[config.mk]
export PLATFORM = sky130hd
export DESIGN_NAME = ctu_cluster_rst_seq
export DESIGN_NICKNAME = d
export VERILOG_FILES = /design/src/rtl/ctu_rst_pkg.sv /design/src/rtl/ctu_rst_hold_cnt.sv /design/src/rtl/ctu_cluster_rst_seq.sv
export SDC_FILE = /design/constraint.sdc
export NUM_CORES = 1
export LEC_CHECK = 0
export CORE_UTILIZATION = 30
export CTS_BUF_LIST = sky130_fd_sc_hd__clkbuf_16
export CTS_CLUSTER_DIAMETER = 40
export DETAILED_ROUTE_END_ITERATION = 8
export GPL_TIMING_DRIVEN = 0
export SYNTH_ARGS = -nofsm -noshare
export SYNTH_HDL_FRONTEND = slang
export SYNTH_SLANG_ARGS = --single-unit
[constraint.sdc]
create_clock -name gclk -period 3.65 [get_ports gclk]
set_input_delay 0.73 -clock gclk [delete_from_list [all_inputs] [get_ports gclk]]
set_output_delay 0.73 -clock gclk [all_outputs]
set_load 0.005 [all_outputs]
[src/rtl/ctu_rst_pkg.sv]
`default_nettype none
// +----------------------------------------------------------------------------+
// | Package     : ctu_rst_pkg                                                  |
// | Description : Shared types and constants for the cluster reset sequencer. |
// |               Holds the sequencer state encoding, the fixed length of the |
// |               reset-assert phase, and a small integer max helper used to  |
// |               size the hold counter.                                      |
// | Revision    : 1.0 - initial release                                        |
// +----------------------------------------------------------------------------+
package ctu_rst_pkg;

  // Number of gclk cycles spent in the reset-assert phase.
  localparam int RST_ASSERT_CYC = 4;

  typedef enum logic [2:0] {
    ST_RST_ASSERT = 3'd0,
    ST_CKEN_RAMP  = 3'd1,
    ST_RST_HOLD   = 3'd2,
    ST_RUN        = 3'd3,
    ST_WMR        = 3'd4,
    ST_DBG        = 3'd5
  } seq_state_e;

  function automatic int max2(input int a, input int b);
    return (a > b) ? a : b;
  endfunction

endpackage
`default_nettype wire

[src/rtl/ctu_rst_hold_cnt.sv]
`default_nettype none
// +----------------------------------------------------------------------------+
// | Module      : ctu_rst_hold_cnt                                             |
// | Description : Loadable down-counter with terminal-count flag. Counts down |
// |               by one each cycle and saturates at zero.                     |
// | Ports       : gclk      - clock, rising edge                               |
// |               arst      - asynchronous active-high reset (count -> 0)      |
// |               ld_i      - load ld_val_i this cycle                         |
// |               ld_val_i  - value to load                                    |
// |               cnt_o     - current count                                    |
// |               tc_o      - high while count is zero                         |
// | Revision    : 1.0 - initial release                                        |
// +----------------------------------------------------------------------------+
module ctu_rst_hold_cnt #(
  parameter int WIDTH = 6
) (
  input  logic             gclk,
  input  logic             arst,
  input  logic             ld_i,
  input  logic [WIDTH-1:0] ld_val_i,
  output logic [WIDTH-1:0] cnt_o,
  output logic             tc_o
);

  logic [WIDTH-1:0] cnt_q;
  logic [WIDTH-1:0] cnt_d;

  always_comb begin
    cnt_d = cnt_q;
    if (ld_i) begin
      cnt_d = ld_val_i;
    end else if (cnt_q != '0) begin
      // Saturate at zero so an idle counter never wraps.
      cnt_d = cnt_q - WIDTH'(1);
    end
  end

  always_ff @(posedge gclk or posedge arst) begin
    if (arst) begin
      cnt_q <= '0;
    end else begin
      cnt_q <= cnt_d;
    end
  end

  assign cnt_o = cnt_q;
  assign tc_o  = (cnt_q == '0);

endmodule
`default_nettype wire

[src/rtl/ctu_cluster_rst_seq.sv]
`default_nettype none
// +----------------------------------------------------------------------------+
// | Module      : ctu_cluster_rst_seq                                          |
// | Description : Cluster reset / clock-enable sequencer. On power-on it      |
// |               asserts reset, ramps per-cluster clock enables one at a     |
// |               time, holds reset, then releases into RUN. Supports warm    |
// |               reset and debug-init from RUN. All outputs are registered.  |
// | Ports       : gclk          - sole clock, rising edge                      |
// |               arst          - asynchronous active-high reset               |
// |               pwron_rst_req - restart full power-on sequence (pulse)       |
// |               wmr_req       - warm reset request (pulse)                   |
// |               dbginit_req   - debug init request (pulse)                   |
// |               cken_mask     - per-cluster enable permission                |
// |               grst_l        - global reset, active-low                     |
// |               gdbginit_l    - global debug init, active-low                |
// |               cluster_cken  - per-cluster clock enable                     |
// |               seq_busy      - high in every state but RUN                  |
// |               seq_done      - one-cycle pulse on first RUN cycle           |
// | Revision    : 1.0 - initial release                                        |
// +----------------------------------------------------------------------------+
module ctu_cluster_rst_seq
  import ctu_rst_pkg::*;
#(
  parameter int NUM_CLUSTERS = 8,
  parameter int CKEN_STAGGER = 4,
  parameter int RST_HOLD     = 32,
  parameter int DBG_HOLD     = 16
) (
  input  logic                    gclk,
  input  logic                    arst,
  input  logic                    pwron_rst_req,
  input  logic                    wmr_req,
  input  logic                    dbginit_req,
  input  logic [NUM_CLUSTERS-1:0] cken_mask,
  output logic                    grst_l,
  output logic                    gdbginit_l,
  output logic [NUM_CLUSTERS-1:0] cluster_cken,
  output logic                    seq_busy,
  output logic                    seq_done
);

  localparam int RAMP_LEN = NUM_CLUSTERS * CKEN_STAGGER;
  localparam int CNT_MAX  = max2(max2(RST_HOLD, DBG_HOLD), max2(RAMP_LEN, RST_ASSERT_CYC));
  localparam int CNT_W    = $clog2(CNT_MAX + 1);

  // Load values are length-1: the counter reaches zero on the last cycle.
  localparam logic [CNT_W-1:0] LD_ASSERT = CNT_W'(RST_ASSERT_CYC - 1);
  localparam logic [CNT_W-1:0] LD_RAMP   = CNT_W'(RAMP_LEN - 1);
  localparam logic [CNT_W-1:0] LD_RHOLD  = CNT_W'(RST_HOLD - 1);
  localparam logic [CNT_W-1:0] LD_DHOLD  = CNT_W'(DBG_HOLD - 1);
  localparam logic [CNT_W-1:0] RAMP_LEN_W = CNT_W'(RAMP_LEN);

  seq_state_e state_q, state_d;
  // Marks the interval between arst release and the first edge: the first
  // edge is RST_ASSERT cycle 0, so it must load the counter without leaving.
  logic       start_q;

  logic [CNT_W-1:0] hold_cnt;
  logic             hold_tc;
  logic             ld;
  logic [CNT_W-1:0] ld_val;

  logic [CNT_W-1:0]        ramp_idx;
  logic [NUM_CLUSTERS-1:0] ramp_hit;

  logic [NUM_CLUSTERS-1:0] cken_q, cken_d;
  logic grst_l_q, grst_l_d;
  logic gdbg_l_q, gdbg_l_d;
  logic busy_q, busy_d;
  logic done_q, done_d;

  ctu_rst_hold_cnt #(.WIDTH(CNT_W)) u_hold_cnt (
    .gclk     (gclk),
    .arst     (arst),
    .ld_i     (ld),
    .ld_val_i (ld_val),
    .cnt_o    (hold_cnt),
    .tc_o     (hold_tc)
  );

  // Ramp cycle index of the *next* cycle: 0 on entry, else RAMP_LEN - count.
  assign ramp_idx = (state_q == ST_CKEN_RAMP) ? (RAMP_LEN_W - hold_cnt) : '0;

  for (genvar gi = 0; gi < NUM_CLUSTERS; gi++) begin : g_ramp_hit
    assign ramp_hit[gi] = (ramp_idx == CNT_W'(gi * CKEN_STAGGER));
  end

  always_comb begin
    state_d = state_q;
    if (pwron_rst_req) begin
      state_d = ST_RST_ASSERT;
    end else begin
      unique case (state_q)
        ST_RST_ASSERT: if (!start_q && hold_tc) state_d = ST_CKEN_RAMP;
        ST_CKEN_RAMP:  if (hold_tc)             state_d = ST_RST_HOLD;
        ST_RST_HOLD:   if (hold_tc)             state_d = ST_RUN;
        ST_RUN: begin
          if (wmr_req)          state_d = ST_WMR;
          else if (dbginit_req) state_d = ST_DBG;
        end
        ST_WMR:        if (hold_tc)             state_d = ST_RUN;
        ST_DBG: begin
          if (wmr_req)      state_d = ST_WMR;
          else if (hold_tc) state_d = ST_RUN;
        end
        default:                                state_d = ST_RST_ASSERT;
      endcase
    end

    // Reload on every state entry; a DBG->WMR hop therefore restarts the hold.
    ld = start_q || pwron_rst_req || (state_d != state_q);
    unique case (state_d)
      ST_RST_ASSERT: ld_val = LD_ASSERT;
      ST_CKEN_RAMP:  ld_val = LD_RAMP;
      ST_RST_HOLD:   ld_val = LD_RHOLD;
      ST_WMR:        ld_val = LD_RHOLD;
      ST_DBG:        ld_val = LD_DHOLD;
      default:       ld_val = '0;
    endcase

    cken_d = cken_q;
    if (state_d == ST_RST_ASSERT) begin
      cken_d = '0;
    end else if (state_d == ST_CKEN_RAMP) begin
      cken_d = cken_q | (ramp_hit & cken_mask);
    end else if (state_q == ST_RUN && state_d == ST_RUN) begin
      cken_d = cken_mask;
    end

    grst_l_d = (state_d == ST_RUN) || (state_d == ST_DBG);
    gdbg_l_d = (state_d == ST_RUN);
    busy_d   = (state_d != ST_RUN);
    done_d   = (state_d == ST_RUN) && (state_q != ST_RUN);
  end

  always_ff @(posedge gclk or posedge arst) begin
    if (arst) begin
      state_q  <= ST_RST_ASSERT;
      start_q  <= 1'b1;
      cken_q   <= '0;
      grst_l_q <= 1'b0;
      gdbg_l_q <= 1'b0;
      busy_q   <= 1'b1;
      done_q   <= 1'b0;
    end else begin
      state_q  <= state_d;
      start_q  <= 1'b0;
      cken_q   <= cken_d;
      grst_l_q <= grst_l_d;
      gdbg_l_q <= gdbg_l_d;
      busy_q   <= busy_d;
      done_q   <= done_d;
    end
  end

  assign cluster_cken = cken_q;
  assign grst_l       = grst_l_q;
  assign gdbginit_l   = gdbg_l_q;
  assign seq_busy     = busy_q;
  assign seq_done     = done_q;

endmodule
`default_nettype wire

**Yosys cells after proc, flatten, opt, wreduce, memory -nomap -nowiden**

Index checks and enable logic that the tools add are counted.

- Bits in registers: 22
- Output and inout bits: 12
- Input bits: 13

- Add/sub/neg operators: 2
- Eq/ne operators: 20
- Reductions and logical operators: 16
- Mux-type cells: 15
- Bitwise gates (word level): 2

Operator list:

| kind | count |
|---|---|
| == test 6 x 5 -> 1 bit (second input constant) | 4 |
| 2-to-1 mux 8 bit | 3 |
| 2-to-1 mux 3 bit | 7 |
| 2-to-1 mux 6 bit | 3 |
| one-hot mux 3 bit (5 select lines) | 1 |
| one-hot mux 5 bit (3 select lines) | 1 |
| == test 3 x 2 -> 1 bit (second input constant) | 4 |
| == test 3 bit (second input constant) | 4 |
| == test 6 x 4 -> 1 bit (second input constant) | 2 |
| logical NOT 6 bit | 2 |
| bitwise AND 8 bit | 1 |
| bitwise OR 8 bit | 1 |
| == test 3 x 1 -> 1 bit (second input constant) | 2 |
| == test 6 x 3 -> 1 bit (second input constant) | 1 |
| logical NOT 3 bit | 2 |
| inequality test 3 x 2 -> 1 bit (second input constant) | 2 |
| nonzero test 6 bit | 1 |
| subtractor 6 x 1 -> 6 bit (second input constant) | 1 |
| subtractor 6 bit (first input constant) | 1 |
| logical AND 1 bit | 3 |
| logical OR 1 bit | 3 |
| inequality test 3 bit | 1 |
| nonzero test 3 bit | 1 |
| OR reduction 3 bit | 1 |
| other kinds (3) | 3 |

**Longest topological paths before layout**

- Word-level depth: 10
- Depth in mapped cells: 11
- Mapped depth without buffers: 8

**Cells and area by module**

A second synthesis with hierarchy kept.

- Cell total of the unflattened synthesis: 184
- Area, all modules: 1686.6 um2

By module, submodules not included:

| module | area each (um2) | instances | cells each |
|---|---|---|---|
| ctu_cluster_rst_seq | 1305.0 | 1 | 144 |
| ctu_rst_hold_cnt | 381.6 | 1 | 40 |

**Worst setup path before layout**

No wires, ideal clock.

- Kind: register to register
- Start: register u_hold_cnt.cnt_q[0] (netlist: u_hold_cnt.cnt_o[0])
- End: register cken_q[3] (netlist: cluster_cken[3])
- Setup slack: 0.909 ns
- Required time: 3.528 ns
- Period minus slack after synthesis: 2.741 ns
- Buffers on the path: 4
- Arrival time: 2.619 ns
- Cell stages (with the launch flop): 12
- Cell sequence: dfrtp_1 -> clkbuf_1 -> inv_1 -> ha_1 -> buf_2 -> or4b_1 -> buf_2 -> or4_1 -> a211o_1 -> buf_6 -> a311o_1 -> o2111a_1

- Word-level cells in the longest chain between the ends: 8
- Elaborated cells on any way between the ends: 20

RTL lines:

| what | line | text |
|---|---|---|
| start, declared | ctu_rst_hold_cnt.sv:25 | `logic [WIDTH-1:0] cnt_q;` |
| start signal, assigned | ctu_rst_hold_cnt.sv:42 | `cnt_q <= cnt_d;` |
| branches (longest 8 deep; another with subtractor 6 bit) | n/a |  |
| end signal, assigned | ctu_cluster_rst_seq.sv:148 | `cken_q <= cken_d;` |
| end, declared | ctu_cluster_rst_seq.sv:66 | `logic [NUM_CLUSTERS-1:0] cken_q, cken_d;` |

Parallel ways; which one is timed is not known.
A chain may end at the register's enable or synchronous reset.

**Final worst setup path**

- Start: register u_hold_cnt.cnt_q[0] (netlist: u_hold_cnt.cnt_o[0])
- End: register done_q (netlist: seq_done)

- Word-level cells in the longest chain between the ends: 7
- Elaborated cells on any way between the ends: 10

RTL lines:

| what | line | text |
|---|---|---|
| logical NOT 6 bit * | ctu_rst_hold_cnt.sv:47 | `assign tc_o = (cnt_q == '0);` |
| 2-to-1 mux 3 bit / logical AND 1 bit (equally long branches) | n/a |  |
| 2-to-1 mux 3 bit (on tied branches) | ctu_cluster_rst_seq.sv:103, ctu_cluster_rst_seq.sv:94 |  |
| one-hot mux 3 bit (5 select lines) * | ctu_cluster_rst_seq.sv:93 | `unique case (state_q)` |
| 2-to-1 mux 3 bit * | ctu_cluster_rst_seq.sv:90 | `if (pwron_rst_req) begin` |
| == test 3 x 2 -> 1 bit * | n/a |  |
| via gdbg_l_d | ctu_cluster_rst_seq.sv:68 | `logic gdbg_l_q, gdbg_l_d;` |
| logical AND 1 bit * | ctu_cluster_rst_seq.sv:133 | `done_d = (state_d == ST_RUN) && (state_q != ST_RUN);` |
| via done_d | ctu_cluster_rst_seq.sv:70 | `logic done_q, done_d;` |
| end signal, assigned | ctu_cluster_rst_seq.sv:152 | `done_q <= done_d;` |
| end, declared | ctu_cluster_rst_seq.sv:70 |  |

The timed path passes the listed nets; every way through them passes the cells marked *.

==> impl_metrics.env <==
export IMPL_leakagePower_nw=0.728
export IMPL_synth_cell_types=53
export IMPL_layout_drive_gt1_share_pct=8.67
export IMPL_synth_edf_count=0
export IMPL_p_comb_share_pct=8.6
export IMPL_cts_htree_levels=1
export IMPL_core_sq_um=4720
export IMPL_routed_top_layer="met4"
export IMPL_start_kind="flip-flop"
export IMPL_drv_cap=0
export IMPL_status="finished with violations"
export IMPL_die_x_um=72.0
export IMPL_required_ns=3.83
export IMPL_rows=25
export IMPL_diodes=0
export IMPL_nets=211
export IMPL_crit_fanout=9
export IMPL_rsz0062_at_grt="false"
export IMPL_cts_num_sinks=22
export IMPL_min_path_type="reg2reg"
export IMPL_finalSetupViolCount=0
export IMPL_place_gp_congestion=0.849
export IMPL_wl_met2_um=1600
export IMPL_fin_crit_sh_pct=83.0
export IMPL_synth_seq_area_share_pct=37.6
export IMPL_clk_latency_ns=0.25
export IMPL_end_kind="flip-flop"
export IMPL_postSynthCellCount=168
export IMPL_cts_tree="done"
export IMPL_grt_first_pass_wirelength_um=6070
export IMPL_syn_area_per_cell_sq_um=8.76
export IMPL_path_buf_inv=5
export IMPL_ant_nets=0
export IMPL_grt_usage_pct=15.0
export IMPL_tightest_slew_ns=0.854
export IMPL_antenna_found_initial=0
export IMPL_drc=2
export IMPL_fin_total_pwr_w=0.000525
export IMPL_yosysWarningCount=0
export IMPL_r2r_start="u_hold_cnt.cnt_o[0]$_DFFE_PP0P_"
export IMPL_die_h_um=72.0
export IMPL_peakVddDrop_uv=138
export IMPL_cpPeakStageDelay_ns=0.54
export IMPL_cts_clk_slew_worst_paths_ns=0.06
export IMPL_cts_resized=0
export IMPL_maxSlewViolCount=0
export IMPL_synth_seq_cells=22
export IMPL_drt_total_wl_um=3530
export IMPL_met3_length_um=97
export IMPL_synth_fp_nets=182
export IMPL_grt_max_degree=23
export IMPL_viasPerCell=5.04
export IMPL_place_hpwl_um=2640
export IMPL_synthToLayoutAreaGrowth_pct=27.4
export IMPL_finalSetupTns_ns=0
export IMPL_finalClockSkew_ns=0.00430
export IMPL_wire_per_inst_um=13.4
export IMPL_layout_min_cycle_time_ns=3.03
export IMPL_path_class="reg2reg"
export IMPL_io_pins=25
export IMPL_min_from="cluster_cken[0]$_DFFE_PP0P_"
export IMPL_intPower_w=0.000414
export IMPL_path_delay_family="simple AND/OR/NAND/NOR gates"
export IMPL_overflow=0
export IMPL_yosysTopAreaCellShare_pct=34.0
export IMPL_postSynth_asyncResetShare_pct=100
export IMPL_synth_top_area_cell="dfrtp_1"
export IMPL_synthFlopType="dfrtp_1"
export IMPL_dr_pass1_iters=6
export IMPL_arrival_ns=3.21
export IMPL_power_share_clock_pct=44.3
export IMPL_cts_max_path_buffers=2
export IMPL_seq_power_share_pct=47.2
export IMPL_num_vias=1326
export IMPL_first_iter_violations=36
export IMPL_fmax_mhz=330
export IMPL_ys_top_cells_by_area="dfrtp_1 34%, a21oi_1 5.1%, dfstp_2 3.6%"
export IMPL_dieArea_sq_um=5190
export IMPL_swShare_pct=21.2
export IMPL_postCtsSetupBuffers=0
export IMPL_routedLengthMet1_um=1810
export IMPL_finalHoldViolations=0
export IMPL_worstPathCellList="clkbuf_1 -> inv_1 -> ha_1 -> buf_2 -> or4b_1 -> buf_2 -> nor2_2 -> o221ai_2 -> nor3_1 -> inv_1 -> a21oi_1"
export IMPL_cellPowerDensity_nw_per_um2=280
export IMPL_numPortBuffers=24
export IMPL_holdBufCountCts=0
export IMPL_cts_made_buffers=3
export IMPL_syn_cell_area_sq_um=1470
export IMPL_start_util_pct=31.2
export IMPL_synth_most_common_cell="dfrtp_1"
export IMPL_critPathLaunch="u_hold_cnt.cnt_o[0]$_DFFE_PP0P_"
export IMPL_cts_root_buf="clkbuf_16"
export IMPL_synthTopCellsByCount="20 x dfrtp_1, 15 x a21oi_1, 12 x inv_1"
export IMPL_violations="design-rule violations"
export IMPL_maxSlewHeadroom_pct=42.3
export IMPL_netSwitchingPower_w=0.000111
export IMPL_grt_pass1_vias=1282
export IMPL_slowest_stage="nor3_1"
[registers in the layout, indices dropped and copies added (netlist names)]
signal,flops
seq_done,1
u_hold_cnt.cnt_o,6
start_q,1
cluster_cken,8
state_q,3
gdbginit_l,1
seq_busy,1
grst_l,1
[cells by family after synthesis]
kind of cell / synth area share [%]
compound gates: 28.7
xor+xnor: 3.57
fa+ha+maj: 1.53
buf+inv: 7.65
flops: 37.6
mux: 0.765
other cells: 0.255
simple gates: 20.0
[layer usage]
layer,global-route usage [%],vias up
met5,0,-
met4,4.58,0
met3,3.06,4
met2,25.2,23
met1,19.5,613
li1,-,686
[placed cells by master, fill, tap and decap left out, drive strengths merged, types with 3 or more instances in the layout]
cell type      count
o21ai              7
clkdlybuf4s50     24
a211oi             6
nor3               6
nor2b              3
nand2              8
nand3              5
nor2              11
dfrtp             20
and3               6
a21oi             15
buf                6
a2111oi            4
a311oi             3
xnor2              4
nor3b              3
o31ai              3
clkbuf            10
inv               12
[worst register-to-register path, cell delays in order, from the launching register on]
cell	delay, ns
dfrtp_1	0.35
clkbuf_1	0.18
inv_1	0.09
ha_1	0.13
buf_2	0.19
or4b_1	0.44
buf_2	0.17
nor2_2	0.39
o221ai_2	0.21
nor3_1	0.54
inv_1	0.12
a21oi_1	0.14
[final timing paths]
path | cells past startpoint | to | slack, ns
max in group asynchronous | 2 | u_hold_cnt.cnt_o[2]$_DFFE_PP0P_ | 2.17
setup / recovery | 11 | seq_done$_DFF_PP0_ | 0.62
min in group asynchronous | 2 | state_q[0]$_DFF_PP0_ | 0.95
hold / removal | 2 | cluster_cken[0]$_DFFE_PP0P_ | 0.50
setup reg to reg | 11 | seq_done$_DFF_PP0_ | 0.62
hold reg to reg | 2 | cluster_cken[0]$_DFFE_PP0P_ | 0.50
[layout make-up]
cell class | count | area, sq um
fill | 495 | 2850
multi-input combinational | 121 | 806
sequential | 22 | 553
timing repair buffer | 24 | 240
tap | 67 | 83.8
clock buffer | 3 | 75.1
buffer | 13 | 67.6
inverter | 12 | 45.0
clock inverter | 1 | 3.75
[power groups by stage]
stage | clock [W] | sequential, W | combinational (W)
after floorplan | 0 | 0.000252 | 0.0000240
after global placement | 0 | 0.000252 | 0.0000451
after CTS | 0.000239 | 0.000248 | 0.0000455
after global routing | 0.000251 | 0.000248 | 0.0000509
after detailed placement | 0 | 0.000252 | 0.0000450
final | 0.000232 | 0.000248 | 0.0000450
[metrics by stage]
stage          util [%]  instances  area (sq um)  setup slack (ns)  hold WS [ns]
6_report           39.7        263          1870             0.619         0.498
5_1_grt            39.7        263          1870             0.355         0.526
4_1_cts            39.7        263          1870             0.638         0.501
3_5_place_dp       38.0        259          1800             0.682         0.490
3_3_place_gp       38.0        259          1800             0.678         0.484
2_1_floorplan         -        168          1470             0.909         0.495
(Power assumes the default switching activity.)
